**src/rtl/hazard_scoreboard.sv**
```systemverilog
// hazard_scoreboard
//   RAW interlock between decode and the ID/EX pipeline register. Each
//   architectural register has a countdown holding the number of cycles until
//   its in-flight result is visible (or forwardable). An ID instruction whose
//   source is still pending is held. A taken branch squashes the following
//   FLUSH_CYC ID slots.
//
// Ports
//   clk, rst_n      rising-edge clock, asynchronous active-low reset
//   id_valid        ID holds a valid instruction
//   id_ins          instruction word (rs = [25:21], rt = [20:16], opcode = [31:26])
//   id_pc           PC of the ID instruction
//   id_wreg/id_wmem/id_branch/id_load  decoded control
//   id_dst          decoded destination register
//   ex_taken        branch resolved taken in EX (one-cycle pulse)
//   stall           hold PC and IF/ID
//   flush           ID instruction is being squashed
//   pc_out          PC passed on to ID/EX
//   issue           a valid instruction enters ID/EX this cycle
//   wreg_out/wmem_out/branch_out  control gated by issue
//   stall_cnt       saturating count of stalled cycles
module hazard_scoreboard #(
  parameter int AW        = 5,
  parameter int PC_W      = 32,
  parameter int WB_LAT    = 3,
  parameter int LD_EXTRA  = 1,
  parameter int FWD_EN    = 0,
  parameter int FWD_LAT   = 2,
  parameter int FLUSH_CYC = 2
) (
  input  logic            clk,
  input  logic            rst_n,
  input  logic            id_valid,
  input  logic [31:0]     id_ins,
  input  logic [PC_W-1:0] id_pc,
  input  logic            id_wreg,
  input  logic            id_wmem,
  input  logic            id_branch,
  input  logic            id_load,
  input  logic [AW-1:0]   id_dst,
  input  logic            ex_taken,
  output logic            stall,
  output logic            flush,
  output logic [PC_W-1:0] pc_out,
  output logic            issue,
  output logic            wreg_out,
  output logic            wmem_out,
  output logic            branch_out,
  output logic [15:0]     stall_cnt
);

  localparam int SbW    = $clog2(WB_LAT + LD_EXTRA + 1);
  localparam int NumReg = 1 << AW;

  localparam logic [SbW-1:0] AluLat    = SbW'(WB_LAT);
  localparam logic [SbW-1:0] LoadLat   = SbW'(WB_LAT + LD_EXTRA);
  localparam logic [SbW-1:0] FwdThresh = SbW'(FWD_LAT);
  localparam logic [SbW-1:0] SbZero    = SbW'(0);
  localparam logic [SbW-1:0] SbOne     = SbW'(1);
  localparam logic [2:0]     FlushLoad = 3'(FLUSH_CYC);

  logic [SbW-1:0] sbCnt_r [NumReg];
  logic [2:0]     flushCnt_r;
  logic [15:0]    stallCnt_r;

  logic [AW-1:0]  rsIdx_s;
  logic [AW-1:0]  rtIdx_s;
  logic           rtUsed_s;
  logic           hazard_s;
  logic           sbSet_s;
  logic [SbW-1:0] sbSetVal_s;
  logic           unusedIns_s;

  // A source blocks while its result is neither written back nor, with
  // forwarding, close enough to be bypassed.
  function automatic logic srcBlocked(input logic [SbW-1:0] cnt);
    if (FWD_EN != 0) begin
      srcBlocked = (cnt > FwdThresh);
    end else begin
      srcBlocked = (cnt != SbZero);
    end
  endfunction

  assign rsIdx_s     = AW'(id_ins[25:21]);
  assign rtIdx_s     = AW'(id_ins[20:16]);
  assign unusedIns_s = ^id_ins[15:0];

  // Decode which sources are read and look them up in the scoreboard.
  always_comb begin
    rtUsed_s = 1'b0;
    hazard_s = 1'b0;
    case (id_ins[31:26])
      6'b000000, 6'b101011, 6'b000100, 6'b000101: rtUsed_s = 1'b1;
      default:                                    rtUsed_s = 1'b0;
    endcase
    if ((rsIdx_s != {AW{1'b0}}) && srcBlocked(sbCnt_r[rsIdx_s])) begin
      hazard_s = 1'b1;
    end else if (rtUsed_s && (rtIdx_s != {AW{1'b0}}) && srcBlocked(sbCnt_r[rtIdx_s])) begin
      hazard_s = 1'b1;
    end else begin
      hazard_s = 1'b0;
    end
  end

  // Flush wins over stall: a squashed slot neither stalls nor issues.
  assign flush      = (flushCnt_r != 3'd0);
  assign stall      = id_valid & hazard_s & ~flush;
  assign issue      = id_valid & ~stall & ~flush;
  assign wreg_out   = id_wreg & issue;
  assign wmem_out   = id_wmem & issue;
  assign branch_out = id_branch & issue;
  assign pc_out     = id_pc;
  assign stall_cnt  = stallCnt_r;

  assign sbSet_s    = issue & id_wreg & (id_dst != {AW{1'b0}});
  assign sbSetVal_s = id_load ? LoadLat : AluLat;

  // Per-register countdown; an issuing write reloads its destination, which
  // takes precedence over that register's decrement.
  always_ff @(posedge clk or negedge rst_n) begin
    if (!rst_n) begin
      for (int r = 0; r < NumReg; r++) begin
        sbCnt_r[r] <= SbZero;
      end
    end else begin
      for (int r = 0; r < NumReg; r++) begin
        if (sbSet_s && (id_dst == AW'(r))) begin
          sbCnt_r[r] <= sbSetVal_s;
        end else if (sbCnt_r[r] != SbZero) begin
          sbCnt_r[r] <= sbCnt_r[r] - SbOne;
        end else begin
          sbCnt_r[r] <= sbCnt_r[r];
        end
      end
    end
  end

  // Branch squash window; a new taken branch restarts the full window.
  always_ff @(posedge clk or negedge rst_n) begin
    if (!rst_n) begin
      flushCnt_r <= 3'd0;
    end else if (ex_taken) begin
      flushCnt_r <= FlushLoad;
    end else if (flushCnt_r != 3'd0) begin
      flushCnt_r <= flushCnt_r - 3'd1;
    end else begin
      flushCnt_r <= flushCnt_r;
    end
  end

  // Saturating stall-cycle counter.
  always_ff @(posedge clk or negedge rst_n) begin
    if (!rst_n) begin
      stallCnt_r <= 16'd0;
    end else if (stall && (stallCnt_r != 16'hFFFF)) begin
      stallCnt_r <= stallCnt_r + 16'd1;
    end else begin
      stallCnt_r <= stallCnt_r;
    end
  end

endmodule

```
**config.mk**
```make
export PLATFORM = sky130hd
export DESIGN_NAME = hazard_scoreboard
export DESIGN_NICKNAME = d
export VERILOG_FILES = /design/src/rtl/hazard_scoreboard.sv
export SDC_FILE = /design/constraint.sdc
export NUM_CORES = 1
export LEC_CHECK = 0
export ABC_AREA = 1
export CAP_MARGIN = 15
export CORE_MARGIN = 5
export CORE_UTILIZATION = 61
export DETAILED_ROUTE_END_ITERATION = 8
export GPL_TIMING_DRIVEN = 0
export PLACE_DENSITY = 0.85
export SYNTH_ARGS = -nofsm -noshare
export SYNTH_HDL_FRONTEND = slang
export SYNTH_SLANG_ARGS = --single-unit
```
**constraint.sdc**
```tcl
create_clock -name clk -period 3.6 [get_ports clk]
set_input_delay 0.72 -clock clk [delete_from_list [all_inputs] [get_ports clk]]
set_output_delay 0.72 -clock clk [all_outputs]
set_load 0.02 [all_outputs]
```
## Word level (Yosys, flattened, before mapping)

Index checks and enable logic that the tools add are counted.

| cells by class | value |
|---|---|
| $add $sub $neg | 34 |
| order comparisons | 2 |
| eq/ne operators | 35 |
| mux-type cells | 77 |
| bitwise operators | 12 |
| reductions and logical operators | 110 |

Operators with widths:

| kind | number |
|---|---|
| $mux 3 | 71 |
| $reduce_bool 3->1 | 35 |
| $sub 3x1->3 const B | 33 |
| $eq 5x5->1 const B | 16 |
| $reduce_bool 2->1 | 33 |
| $eq 5x4->1 const B | 8 |
| $logic_and 1x1->1 | 36 |
| $bmux 3 s5 | 2 |
| $eq 5x3->1 const B | 4 |
| $add 16x1->16 const B | 1 |
| $ne 16x16->1 const B | 1 |
| $reduce_bool 5->1 | 3 |
| $eq 6x3->1 const B | 2 |
| $ge 6x6->1 const B | 2 |
| $not 5->6 | 2 |
| $eq 5x2->1 const B | 2 |
| $and 1x1->1 | 8 |
| $eq 6x6->1 const B | 1 |
| $logic_not 6->1 | 1 |
| $eq 5x1->1 const B | 1 |
| $logic_not 5->1 | 1 |
| $mux 1 | 4 |
| $reduce_or 4->1 | 1 |
| $not 1->1 | 2 |

| word-level totals | value |
|---|---|
| register bits | 115 |
| input port bits | 77 |
| logic and storage cells | 304 |

## Logic depth before layout (Yosys ltp)

Gate-level depths: netlist (run 1).

| logic depth | value |
|---|---|
| depth in word-level cells | 19 |
| depth in mapped cells | 21 |

## Worst setup path after synthesis (run 1)

Ideal clock, no wire load.

| timing | value |
|---|---|
| path type | input -> output |
| start | input port id_ins[16] |
| end | output port wreg_out |
| data arrival time | 2.223 ns |
| slack | 0.657 ns |
| stages on the path | 17 |
| path buffers | 5 |
| path through | buf_4 inv_2 buf_6 a21oi_1 nand3_1 nand2_1 nand2_1 nand2_1 nand2_1 nand2_1 nand2_1 nand3_2 nand3_4 nor2_4 buf_6 buf_6 buf_4 |

| on the way | value |
|---|---|
| cells in the longest elaborated chain, start to end | 15 |
| elaborated cells between the ends (all ways) | 17 |
| those cells by class | mux: 6; bitwise: 7; reduce/logical: 4 |

RTL lines:

| item | line | source |
|---|---|---|
| from (decl) | 34 | `input logic [31:0] id_ins,` |
| $not 5->6 (not written as such) | 98 | `end else if (rtUsed_s && (rtIdx_s != {AW{1'b0}}) && srcBlocked(sbCnt_r[rtIdx_s])) begin` |
| $bmux 3 s5 | 98 |  |
| $mux 3 (not written as such) (2 in a row) | 98 |  |
| $reduce_bool 3->1 | 80 | `srcBlocked = (cnt != SbZero);` |
| $mux 1 | 96 | `if ((rsIdx_s != {AW{1'b0}}) && srcBlocked(sbCnt_r[rsIdx_s])) begin` |
| $logic_and 1x1->1 (*) | 98 |  |
| $mux 1 (*) | 98 |  |
| $mux 1 (*) | 96 |  |
| $and 1x1->1 (*) (2 in a row) | 107 | `assign stall = id_valid & hazard_s & ~flush;` |
| $not 1->1 (*) | 108 | `assign issue = id_valid & ~stall & ~flush;` |
| $and 1x1->1 (*) (2 in a row) | 108 |  |
| $and 1x1->1 (*) | 109 | `assign wreg_out = id_wreg & issue;` |
| to (decl) | 46 | `output logic wreg_out,` |

Mark *: on every way between the ends. The rest lies on a longest branch, timed or not. The select of a mux whose other input is x is not followed.

## Final worst setup path (run 1)

| timing | value |
|---|---|
| start | input port id_ins[23] |
| end | output port wreg_out |

| on the way | value |
|---|---|
| cells in the longest elaborated chain, start to end | 13 |
| elaborated cells between the ends (all ways) | 14 |
| those cells by class | mux: 4; bitwise: 7; reduce/logical: 3 |

RTL lines:

| item | line |
|---|---|
| $not 5->6 (not written as such) | 96 |
| $bmux 3 s5 | 96 |
| $mux 3 (not written as such) (2 in a row) | 96 |
| $reduce_bool 3->1 | 80 |
| $logic_and 1x1->1 (*) | 96 |
| $mux 1 (*) | 96 |
| $and 1x1->1 (*) (2 in a row) | 107 |
| $not 1->1 (*) | 108 |
| $and 1x1->1 (*) (2 in a row) | 108 |
| $and 1x1->1 (*) | 109 |

Marked as above.

==> key figures, run 1 <==
Placed design
  – Instance count after placement with tap cells included: 1613
  – Half-perimeter wire length after detailed placement: 18000 µm
  – Routability cong.: 0.964
  – Buffers added on ports: a little under 80

Detailed routing
  – Overall via count from detail_route: 9106
  – Total detailed-routing wirelength: between 20000 and 30000 µm
  – Antenna-violating nets left: 0
  – DR DRC count: 0
  – Drt first-iter violations: 1117
  – Post-DR wirelength/cell: 15.2 µm
  – Vias per cell: 5.53
  – Drt pass-1 iters: 6

Cells and area
  – Number of diodes: 0
  – Finished Layout Cells: between 1500 and 2000
  – Final core utilization: 72.9%
  – Area grow syn2layout: 18.6%
  – Layout cell share with drive strength beyond 1: 8.64%
  – Nets: 1590

Timing
  – Post-layout minimum cycle time: 3.51 ns
  – Count of pins over their slew limit: 0
  – Final Hold Vio Count: 0
  – Worst-Margin Slew: 0.722 ns
  – Final worst clock skew: about 0.01 ns
  – Max_slew headroom: around half
  – Maximum clock frequency: 285 MHz
  – Unrepaired setup endpoints after global routing: false
  – Tcrit/Tclk final: 97.5%
  – Final setup violation count: 0

Global routing
  – GRT Resource Usage Total: about 28%
  – Pin count of the biggest net entering global routing: 86
  – First-pass GRT wire length: 40700 µm
  – Antenna violations before repair: 0
  – Remaining global-route overflow: 0
  – Number of global-route vias before repair: approximately 8600

Synthesis
  – Count of warnings emitted by yosys: 0
  – Post-Syn Instances: 1345
  – Count of distinct cell types in the synthesized netlist: 32
  – Post-synthesis cell area: 0.00921 mm²
  – Post-synth net total: between 1000 and 1500
  – Per-instance average area after synthesis: 6.85 µm²
  – Seq cells post-synth: around 120
  – Sequential share of the synthesized area: between 30% and 40%

Clock tree
  – Insertion delay of the later-clocked pin in the worst-skew pair: 0.43 ns
  – Max clock buf depth: 2
  – TritonCTS clock tree: built
  – Max H-tree Level: 4
  – Number of clock buffers inserted by TritonCTS: 17
  – Clock slew at reported path FFs: 0.06 ns
  – Sink Count: ~120
  – Root Buffer: sky130_fd_sc_hd__clkbuf_16
  – Hold-fix buffer count after cts: 0

Power and ir drop
  – Leakage: 6.06 nW
  – Total power per unit cell area: 794 mW/mm²
  – Worst VDD drop: roughly 0.41 mV

Setup path
  – Most numerous cell on the critical path: sky130_fd_sc_hd__nand2_1
  – Reg-to-reg startpoint: sbCnt_r[55]
  – Crit path cell chain: dlygate4sd2_1, inv_1, nand3_1, nand2_1, nand2_1, nand3_1, nand2_1, nor2_1, nor2_2, nand3_4, nor2_4, buf_12, buf_2
  – Worst path arrival time: 2.79 ns
  – Critical path fanouts, max: 14
  – Setup slack of the worst register-to-register path: around 0.81 ns
  – Number of cells on the worst reg-to-reg path: 16
  – Crit-path max cell delay: 0.44 ns
  – Crit Reg-Reg Endpoint: sbCnt_r[11]
  – Slowest stage cell on the critical path: sky130_fd_sc_hd__dlygate4sd2_1
  – Required time at the worst-slack endpoint: approximately 2.9 ns
  – Start-to-end type of the worst setup path: in2out
  – Critical path startpoint category: input pin
  – Critical Path End Type: primary output

Floorplanning
  – Horizontal die dimension: 133 µm
  – Die span in y: approximately 130 µm
  – Number of I/O pins: between 100 and 150
  – Starting density of the core: 61.5%
  – Die Outline Area: 0.0177 mm²
  – Area inside the core boundary: approximately 0.015 mm²
  – Std-Cell Rows: 45

Hold path
  – Worst Hold Class: in2async

Run status
  – Outcome: finished clean

Job
  – Max capacitance violation total: 0
power breakdown:
part / leakage [nW] / internal [mW] / switching [mW]
Sequential: 1.41 / 1.92 / 0.553
Combinational: 4.36 / 1.78 / 2.65
Clock: 0.291 / 1.09 / 0.677
critical path, delay by kind of cell:
| kind | cells | cell delay [ns] |
|---|---|---|
| buffers and inverters | 4 | 1.03 |
| AND/OR/NAND/NOR | 9 | 1.03 |
routing by layer:
| metal | routed length [µm] | GRT usage [%] | vias up |
|---|---|---|---|
| met1 | 10100 | 35.2 | 4167 |
| met2 | 11900 | 48.0 | 418 |
| li1 | - | - | 4442 |
| met5 | 0 | 0 | - |
| met4 | 839 | 11.8 | 0 |
| met3 | 2170 | 6.16 | 79 |
cell families after synthesis:
| family | count (synthesis) | share of synthesized area [%] |
|---|---|---|
| simple gates | 798 | 38.9 |
| xor+xnor | 47 | 4.47 |
| fa+ha+maj | 67 | 9.10 |
| flops | 115 | 31.3 |
| compound gates | 61 | 3.45 |
| buf+inv | 257 | 12.8 |
cell usage in the layout, fill, tap and decap left out, types with 2 or more instances in the layout:
cell | netlist | layout
sky130_fd_sc_hd__dlygate4sd2_1 | 0 | 6
sky130_fd_sc_hd__a21oi_1 | 22 | 22
sky130_fd_sc_hd__clkbuf_16 | 0 | 18
sky130_fd_sc_hd__inv_6 | 0 | 2
sky130_fd_sc_hd__nand3_1 | 111 | 111
sky130_fd_sc_hd__xor2_1 | 19 | 19
sky130_fd_sc_hd__inv_1 | 191 | 190
sky130_fd_sc_hd__nand2_2 | 7 | 7
sky130_fd_sc_hd__dfrtp_1 | 115 | 115
sky130_fd_sc_hd__ha_1 | 67 | 67
sky130_fd_sc_hd__clkinv_4 | 0 | 4
sky130_fd_sc_hd__clkbuf_8 | 0 | 3
sky130_fd_sc_hd__nand3_4 | 7 | 7
sky130_fd_sc_hd__inv_2 | 3 | 4
sky130_fd_sc_hd__nor3_1 | 21 | 21
sky130_fd_sc_hd__buf_12 | 1 | 2
sky130_fd_sc_hd__a22oi_1 | 2 | 2
sky130_fd_sc_hd__nor2_1 | 119 | 119
sky130_fd_sc_hd__nand2_1 | 436 | 436
sky130_fd_sc_hd__clkdlybuf4s50_1 | 0 | 70
sky130_fd_sc_hd__o21ai_0 | 23 | 23
sky130_fd_sc_hd__clkinvlp_4 | 0 | 3
sky130_fd_sc_hd__nand4_1 | 80 | 80
sky130_fd_sc_hd__buf_1 | 2 | 2
sky130_fd_sc_hd__buf_4 | 41 | 42
sky130_fd_sc_hd__clkbuf_1 | 6 | 6
sky130_fd_sc_hd__buf_2 | 8 | 6
sky130_fd_sc_hd__nand3_2 | 11 | 11
sky130_fd_sc_hd__bufinv_16 | 0 | 2
sky130_fd_sc_hd__nand2_4 | 3 | 3
sky130_fd_sc_hd__buf_6 | 5 | 7
sky130_fd_sc_hd__o21ai_1 | 10 | 10
sky130_fd_sc_hd__xnor2_1 | 28 | 28
area by class of cell:
| class | count | area [µm²] |
|---|---|---|
| repair buffers | 84 | 857 |
| multi-input cells | 973 | 5150 |
| plain buffers | 61 | 463 |
| well taps | 188 | 235 |
| inverters | 194 | 728 |
| clock buffers | 20 | 467 |
| fillers | 1165 | 4060 |
| flip-flops and latches | 115 | 2880 |
| clock inverters | 12 | 146 |
stage by stage:
step           TNS, ns  power [mW]  cell area [µm²]  hold slack, ns  worst slack [ns]
3_5_place_dp     -1.98        6.79            10300           0.479            -0.874
2_1_floorplan        0        5.79             9210           0.424             0.657
4_1_cts              0        8.63            10900           0.170            0.0144
3_3_place_gp   -329.06        6.58            10200           0.465             -2.86
5_1_grt              0        9.53            10900           0.175            0.0299
6_report             0        8.67            10900           0.165            0.0909
how the worst max path moves through the flow:
stage / start / endpoint / slack, ns / depth (start not counted)
floorplan: id_ins[16] / wreg_out / 0.66 / 17
global placement: rst_n / sbCnt_r[95] / -2.86 / 1
detailed placement: id_ins[17] / wreg_out / -0.87 / 17
CTS: id_ins[17] / wreg_out / 0.01 / 15
global route: id_ins[23] / wreg_out / 0.03 / 13
finish: id_ins[23] / wreg_out / 0.09 / 13
cells in the mapped netlist (all sizes together):
cell	instances	share of area (%)
xor2	19	1.8
nor3	21	1.1
dfrtp	115	31
xnor2	28	2.7
clkbuf	6	0.24
nor2	121	5.0
a21boi	2	0.16
nand4	80	5.4
nand3b	1	0.082
o22ai	1	0.068
a31oi	1	0.068
a22oi	2	0.16
buf	57	4.7
a21oi	22	1.2
ha	67	9.1
inv	194	7.9
o21ai	33	1.8
nand2	446	19
nand3	129	8.6
state kept, by name, indices dropped and copies added (netlist names):
register,flops
sbCnt_r,96
flushCnt_r,3
stall_cnt,16
timing repair:
item	in CTS	in global routing
cloned	0	1
hold endpoints to repair	0	0
buffers inserted	2	1
resized for setup	16	4
pin swaps	1	1
endpoints found under the setup margin	5	4
Power figures use the tool's default switching activity.
==> run 2: changes to the inputs <==
--- a/config.mk
+++ b/config.mk
@@ -7,11 +7,11 @@
 export LEC_CHECK = 0
 export ABC_AREA = 1
 export CAP_MARGIN = 15
-export CORE_MARGIN = 5
-export CORE_UTILIZATION = 61
+export CORE_MARGIN = 1
+export CORE_UTILIZATION = 56
 export DETAILED_ROUTE_END_ITERATION = 8
 export GPL_TIMING_DRIVEN = 0
-export PLACE_DENSITY = 0.85
+export PLACE_DENSITY = 0.79
 export SYNTH_ARGS = -nofsm -noshare
 export SYNTH_HDL_FRONTEND = slang
 export SYNTH_SLANG_ARGS = --single-unit
==> constraint.sdc (replaced) <==
create_clock -name clk -period 3.55 [get_ports clk]
set_input_delay 0.71 -clock clk [delete_from_list [all_inputs] [get_ports clk]]
set_output_delay 0.71 -clock clk [all_outputs]
set_load 0.02 [all_outputs]
==> run 2 against run 1 <==
Combinational power is essentially flat. First-iteration DRC count shrank 38%. Core utilization shrank 4.4 points. Sequential share of layout area is essentially flat. Sequential cell count is the same. Routed wire length shrank 1.6%. Power grew 0.64%. Sequential power is essentially flat. Critical endpoint unchanged. Setup slack gained 0.091 ns.
==> key figures, run 2 (synthesized netlist as in run 1, its figures left out) <==
Global routing
  – First-pass GRT wire length: 39400 µm
  – Remaining global-route overflow: 0
  – Antenna violations before repair: 0
  – Met1 Use GR: 37.7%
  – Most Used Layer, Global Route: met2
  – Pin count of the biggest net entering global routing: 90
  – Met3 demand-to-capacity share in global routing: 6.81%
  – Number of global-route vias before repair: approximately 8000
  – Met2 Resource Use GR: about 49%
  – GRT Resource Usage Total: 30.2%

Cells and area
  – Register with the most flip-flops: sbCnt_r
  – Area grow syn2layout: 18.7%
  – Most used cells in the layout excluding fill and tap cells: sky130_fd_sc_hd__nand2_1 (436), sky130_fd_sc_hd__inv_1 (190), sky130_fd_sc_hd__nor2_1 (119)
  – Number of diodes: 0
  – Max reg flops: 96
  – Layout cell share with drive strength beyond 1: 8.65%
  – Leading cell type in the layout, fill and taps excluded: sky130_fd_sc_hd__nand2_1
  – Nets: about 1600

Setup path
  – Required time at the worst-slack endpoint: between 2 and 3 ns
  – Number of buffers and inverters on the critical path: 5
  – Crit-path max cell delay: between 0.2 and 0.3 ns
  – Crit path cell chain: dlygate4sd2_1, inv_4, buf_6, nand3_1, nand2_1, nand2_1, nand3_1, nand3_1, nand2_1, nand2_1, nand3_2, nand3_4, nor2_4, buf_12, buf_4
  – Top Family by Delay on Critical Path: buffers and inverters
  – Reg-to-reg startpoint: sbCnt_r[95]
  – CP startpoint: id_ins[17]
  – Critical Path End Type: primary output
  – Worst path arrival time: 2.66 ns
  – Slowest stage cell on the critical path: sky130_fd_sc_hd__dlygate4sd2_1
  – Critical path fanouts, max: 28
  – Start-to-end type of the worst setup path: in2out
  – Critical path startpoint category: input pin
  – Most numerous cell on the critical path: sky130_fd_sc_hd__nand2_1

Floorplanning
  – Number of I/O pins: 131
  – Starting density of the core: between 50% and 60%
  – Area inside the core boundary: around 0.016 mm²
  – Die Outline Area: ~0.017 mm²
  – Std-Cell Rows: 46
  – Die span in y: 130 µm
  – Horizontal die dimension: 130 µm

Timing
  – Maximum clock frequency: approximately 300 MHz
  – Unrepaired setup endpoints after global routing: false
  – Tcrit/Tclk final: 94.9%
  – Max_slew headroom: 47.3%
  – Final worst clock skew: 0.0127 ns
  – Setup TNS Final: 0 ns
  – Final Hold Vio Count: 0
  – Count of pins over their slew limit: 0
  – Worst-Margin Slew: 0.790 ns
  – Final setup violation count: 0
  – Post-layout minimum cycle time: between 3 and 4 ns

Detailed routing
  – Antenna-violating nets left: 0
  – Overall via count from detail_route: 9010
  – DR DRC count: 0
  – Drt first-iter violations: 692
  – Drt pass-1 iters: 5
  – Total detailed-routing wirelength: 24600 µm
  – Vias per cell: approximately 5.4
  – Post-DR wirelength/cell: 14.7 µm

Power and ir drop
  – Post-layout power: approximately 8.7 mW
  – Total power per unit cell area: 798 mW/mm²
  – Leakage: 6.05 nW
  – Worst VDD drop: 0.429 mV

Run status
  – Outcome: finished clean

Clock tree
  – Number of clock buffers inserted by TritonCTS: 17
  – Clock slew at reported path FFs: 0.06 ns
  – Max H-tree Level: 4
  – Sink Count: 115
  – Root Buffer: sky130_fd_sc_hd__clkbuf_16
  – TritonCTS clock tree: built
  – Max clock buf depth: 2
  – Hold-fix buffer count after cts: 0
  – Insertion delay of the later-clocked pin in the worst-skew pair: approximately 0.43 ns

Job
  – Max capacitance violation total: 0

Placed design
  – Routability cong.: 0.959
  – Buffers added on ports: 79
  – Half-perimeter wire length after detailed placement: 17500 µm

Hold path
  – Worst Hold Class: in2async
run 2: per-layer routing:
| metal | vias up | wire [µm] |
|---|---|---|
| met5 | - | 0 |
| met1 | 4169 | 10200 |
| met2 | 325 | 11600 |
| met4 | 0 | 960 |
| li1 | 4434 | - |
| met3 | 82 | 1860 |
run 2: final timing paths:
path	to	slack [ns]	cells past startpoint
hold reg to reg	sbCnt_r[48]	0.48	2
hold / removal	sbCnt_r[81]	0.15	1
min in group clk	sbCnt_r[48]	0.48	2
setup / recovery	wreg_out	0.18	15
setup reg to reg	sbCnt_r[11]	0.79	16
max in group asynchronous	sbCnt_r[14]	2.66	2
run 2: stage by stage:
| step | utilization, % | instance area [µm²] | setup WS (ns) | cells | hold slack [ns] |
|---|---|---|---|---|---|
| after floorplan | - | 9210 | 0.627 | 1345 | 0.414 |
| after global placement | 64.4 | 10300 | -3.02 | 1640 | 0.464 |
| after detailed placement | 64.6 | 10300 | -0.970 | 1641 | 0.468 |
| after CTS | 68.6 | 10900 | 0.0984 | 1673 | 0.148 |
| after global routing | 68.6 | 10900 | 0.0585 | 1673 | 0.158 |
| final | 68.6 | 10900 | 0.182 | 1673 | 0.147 |
run 2: final cells by class:
| type | count | area (µm²) |
|---|---|---|
| buffer | 61 | 463 |
| clock buffer | 17 | 425 |
| clock inverter | 15 | 184 |
| fill | 1379 | 5010 |
| inverter | 194 | 731 |
| multi-input combinational | 973 | 5150 |
| sequential | 115 | 2880 |
| tap | 216 | 270 |
| timing repair buffer | 82 | 831 |
run 2: report_power, final:
group / internal (mW) / total (mW) / switching, mW
combinational: 1.79 / 4.41 / 2.62
clock: 1.11 / 1.81 / 0.700
sequential: 1.95 / 2.51 / 0.555
total: 4.85 / 8.73 / 3.87
run 2: what timing repair did:
| item | CTS | global route |
|---|---|---|
| gates resized for setup | 21 | 6 |
| setup buffers | 2 | 0 |
| pin swaps | 1 | 1 |
| setup endpoints to repair | 5 | 1 |
==> run 3: changes to the inputs <==
--- a/config.mk
+++ b/config.mk
@@ -11,6 +11,7 @@
 export CORE_UTILIZATION = 56
 export DETAILED_ROUTE_END_ITERATION = 8
 export GPL_TIMING_DRIVEN = 0
+export HOLD_SLACK_MARGIN = 0.1
 export PLACE_DENSITY = 0.79
 export SYNTH_ARGS = -nofsm -noshare
 export SYNTH_HDL_FRONTEND = slang
==> results of run 3 <==
Same layout as run 2: the final DEF is identical, and so are final timing and power.
==> RTL change 1 (settings of run 3) <==
The parameter `PC_W` goes from 32 to 24.
--- a/src/rtl/hazard_scoreboard.sv
+++ b/src/rtl/hazard_scoreboard.sv
@@ -23,3 +23,3 @@
   parameter int AW        = 5,
-  parameter int PC_W      = 32,
+  parameter int PC_W      = 24,
   parameter int WB_LAT    = 3,
Ports: changed (resized id_pc and pc_out); port bits go from 131 to 115. The function was not compared with the original's and may differ.
==> RTL change 1 against run 3 <==
Clock skew about the same; area after synthesis down 0.65%; sequential cell count unchanged; first-iteration DRC count up 14%; total power down 0.67%; critical endpoint unchanged; worst setup slack worse by 0.11 ns; routed wire length down 0.14%; cell area down 1.5%.
==> RTL change 1: results <==
[global_route]
met3_usage = 0.06273
grt_max_degree = 79
grt_usage = 0.3059
grt_pass1_vias = 8385
use_met2 = 0.5064
grt_pass1_wl_um = 40030
grt_use_met1 = 0.3840

[detailed_routing]
dr.pass1.iters = 7
drt_iter0_markers = 790
wirelength_um = 24610
vias = 8970

[worst_setup_path]
cp-startpoint = id_ins[23]
cp.arrival_ns = 2.77
max_stage_delay_ns = 0.43
slowest_stage = clkdlybuf4s15_1

[run_status]
status = finished, final reports clean

[yosys]
synth-seq-area-share = 0.3146
syn-num-nets = 1473
ys_top_cells_by_area = dfrtp_1, nand2_1, ha_1, inv_1, nand3_1

[placement]
port_buffers = 71
dp_hpwl_um = 17690
gp_congestion = 0.9534

[pwr]
leakage_uw = 0.005957
switchingPower_uw = 3879
vdd_drop_max_mv = 0.4234

[finish]
nFillCells = 1401
top_register = sbCnt_r
drive_above_1_share = 0.08183
nNetsFinal = 1565

[timing]
worstMarginPinSlew_ns = 0.7757
finClkSkew_ns = 0.01236
[RTL change 1: repair_timing]
| item | in CTS | in global routing |
|---|---|---|
| gates resized for setup | 21 | 3 |
| setup buffers | 3 | 0 |
| setup endpoints to repair | 5 | 1 |
| pin swaps | 1 | 1 |
[RTL change 1: worst max-delay path, delay by kind of cell]
family / cells / cell delay (ns)
AO/OA/AOI/OAI: 1 / 0.15
buffers and inverters: 4 / 1.07
AND/OR/NAND/NOR: 6 / 0.83
[RTL change 1: layer usage]
metal / part of all wire / vias up
li1: - / 4415
met1: 0.42 / 4116
met2: 0.47 / 358
met3: 0.081 / 81
met4: 0.037 / 0
met5: 0 / -
[RTL change 1: power by group through the flow]
| stage | clock [uW] | sequential [uW] | combinational [uW] |
|---|---|---|---|
| detailed placement | 0 | 2500 | 4360 |
| floorplan | 0 | 2400 | 3460 |
| global placement | 0 | 2480 | 4170 |
| CTS | 1770 | 2490 | 4400 |
| finish | 1750 | 2510 | 4410 |
| global route | 1820 | 2580 | 5130 |
[RTL change 1: worst paths after layout]
check,endpoint,slack (ns),cells past startpoint
max in group asynchronous,sbCnt_r[55],2.63,2
worst max-delay path,wreg_out,0.07,11
worst min-delay path,sbCnt_r[44],0.20,1
worst max register to register,sbCnt_r[11],0.81,16
worst min register to register,sbCnt_r[94],0.48,2
min in group clk,sbCnt_r[94],0.48,2
[RTL change 1: kinds of logic (layout without fill, tap and decap cells)]
logic type,count (synthesis),in the layout,synth area share
AND/OR/NAND/NOR,798,798,0.3913
AO/OA/AOI/OAI,61,61,0.03474
buffers and inverters,249,354,0.1227
XOR/XNOR,47,47,0.04500
adder cells (fa/ha/maj),67,67,0.09164
flip-flops,115,115,0.3146
[RTL change 1: final cells by class]
class                      instances  share of cell area
buffer                            53             0.03742
clock buffer                      18             0.04079
clock inverter                    14             0.01418
inverter                         194             0.06787
multi-input combinational        973              0.4781
sequential                       115              0.2673
tap                              216             0.02510
timing repair buffer              75             0.06926
[RTL change 1: metrics by stage]
| step | total power (uW) | hold WS [ns] | std cells | cell area [um2] | worst slack (ns) |
|---|---|---|---|---|---|
| final | 8668 | 0.1995 | 1658 | 10770 | 0.06885 |
| after global routing | 9534 | 0.2274 | 1658 | 10770 | 0.01736 |
| after CTS | 8659 | 0.2064 | 1658 | 10770 | 0.06424 |
| after detailed placement | 6859 | 0.4741 | 1625 | 10160 | -1.010 |
| after global placement | 6653 | 0.4638 | 1624 | 10130 | -3.080 |
| after floorplan | 5858 | 0.4144 | 1337 | 9148 | 0.6271 |
==> RTL change 2 (config.mk and constraints of run 3) <==
Without the edit above. Reset style: synchronous (`rst_n`), changed in 3 clocked blocks. Comments in the files are not updated.
--- a/src/rtl/hazard_scoreboard.sv
+++ b/src/rtl/hazard_scoreboard.sv
@@ -119,3 +119,3 @@
   // takes precedence over that register's decrement.
-  always_ff @(posedge clk or negedge rst_n) begin
+  always_ff @(posedge clk) begin
     if (!rst_n) begin
@@ -138,3 +138,3 @@
   // Branch squash window; a new taken branch restarts the full window.
-  always_ff @(posedge clk or negedge rst_n) begin
+  always_ff @(posedge clk) begin
     if (!rst_n) begin
@@ -151,3 +151,3 @@
   // Saturating stall-cycle counter.
-  always_ff @(posedge clk or negedge rst_n) begin
+  always_ff @(posedge clk) begin
     if (!rst_n) begin
Behaviour: not the same (a bounded check fails within 4 cycles, from zero or initial values and one cycle with rst_n low; the reset may be asserted at any time).
==> RTL change 2 against run 3 <==
Area after synthesis is 3.9% higher; routed wire length is 3.1% higher; highest routed layer unchanged; critical path depth is 4 lower; cell area is 2.8% higher; worst setup slack worse by 0.13 ns; sequential cell count stayed put; clock power is 8% lower; total power is 6.9% lower; non-clock buffer count is 16 higher; via count is 0.64% lower.
==> RTL change 2: results <==
[placement]
gp_congestion = 0.9263
dp_slack_ns = -0.5502
place_area_um2 = 10600
place_inst = 1554
dp_hpwl_um = 18820

[worst_setup_path]
slowest_stage = clkdlybuf4s50_1
reg2reg_depth = 20

[pwr]
vdd_drop_max_mv = 0.4072
leakage_uw = 0.005052
switchingPower_uw = 3432
p_clk_frac = 0.205
comb-power_uw = 3860

[finish]
num-nonclk-buffers = 159
multi_input_area_share = 0.4513
nFillCells = 1382
clock_cell_area_share = 0.05077
regArea_um2 = 3263
buf_share = 0.1190
inv_count = 189
nNetsFinal = 1502

[global_route]
use_met2 = 0.4585
grt_pass1_vias = 8328
grt_use_met1 = 0.3941
grt_pass1_wl_um = 40350
met3_usage = 0.06169

[yosys]
synthAdderAreaFrac = 0.08635
synth-compound-area-share = 0.05443
ys_top_cells_by_area = edfxtp_1, ha_1, nand2_1, nand3_1, inv_1
synth_edf_count = 96
synth-seq-area-share = 0.3412

[detailed_routing]
vias = 8952

[timing]
timing.final.ws_setup_ns = 0.05657

[run_status]
status = finished, final reports clean

[floorplan]
start_util = 0.5746
RTL change 2: changes by cell type after synthesis, moves of 9 or more:
cell | before | now
nand2_1 | 436 | 212
dfrtp_1 | 115 | 0
edfxtp_1 | 0 | 96
a21oi_1 | 22 | 81
nand3_1 | 111 | 147
nor2_1 | 119 | 155
xnor2_1 | 28 | 7
dfxtp_1 | 0 | 19
nand2_2 | 7 | 25
nand4_1 | 80 | 63
xor2_1 | 19 | 36
clkbuf_1 | 6 | 17
nand4_4 | 0 | 10
o21ai_0 | 23 | 14
RTL change 2: worst min-delay path by stage:
stage	startpoint	end	slack, ns	depth (start not counted)
after floorplan	flushCnt_r[0]	flushCnt_r[0]	0.45	2
after global placement	flushCnt_r[0]	flushCnt_r[0]	0.45	2
after detailed placement	flushCnt_r[0]	flushCnt_r[0]	0.47	2
after CTS	flushCnt_r[0]	flushCnt_r[0]	0.48	2
after global routing	flushCnt_r[0]	flushCnt_r[0]	0.50	2
final	flushCnt_r[0]	flushCnt_r[0]	0.47	2
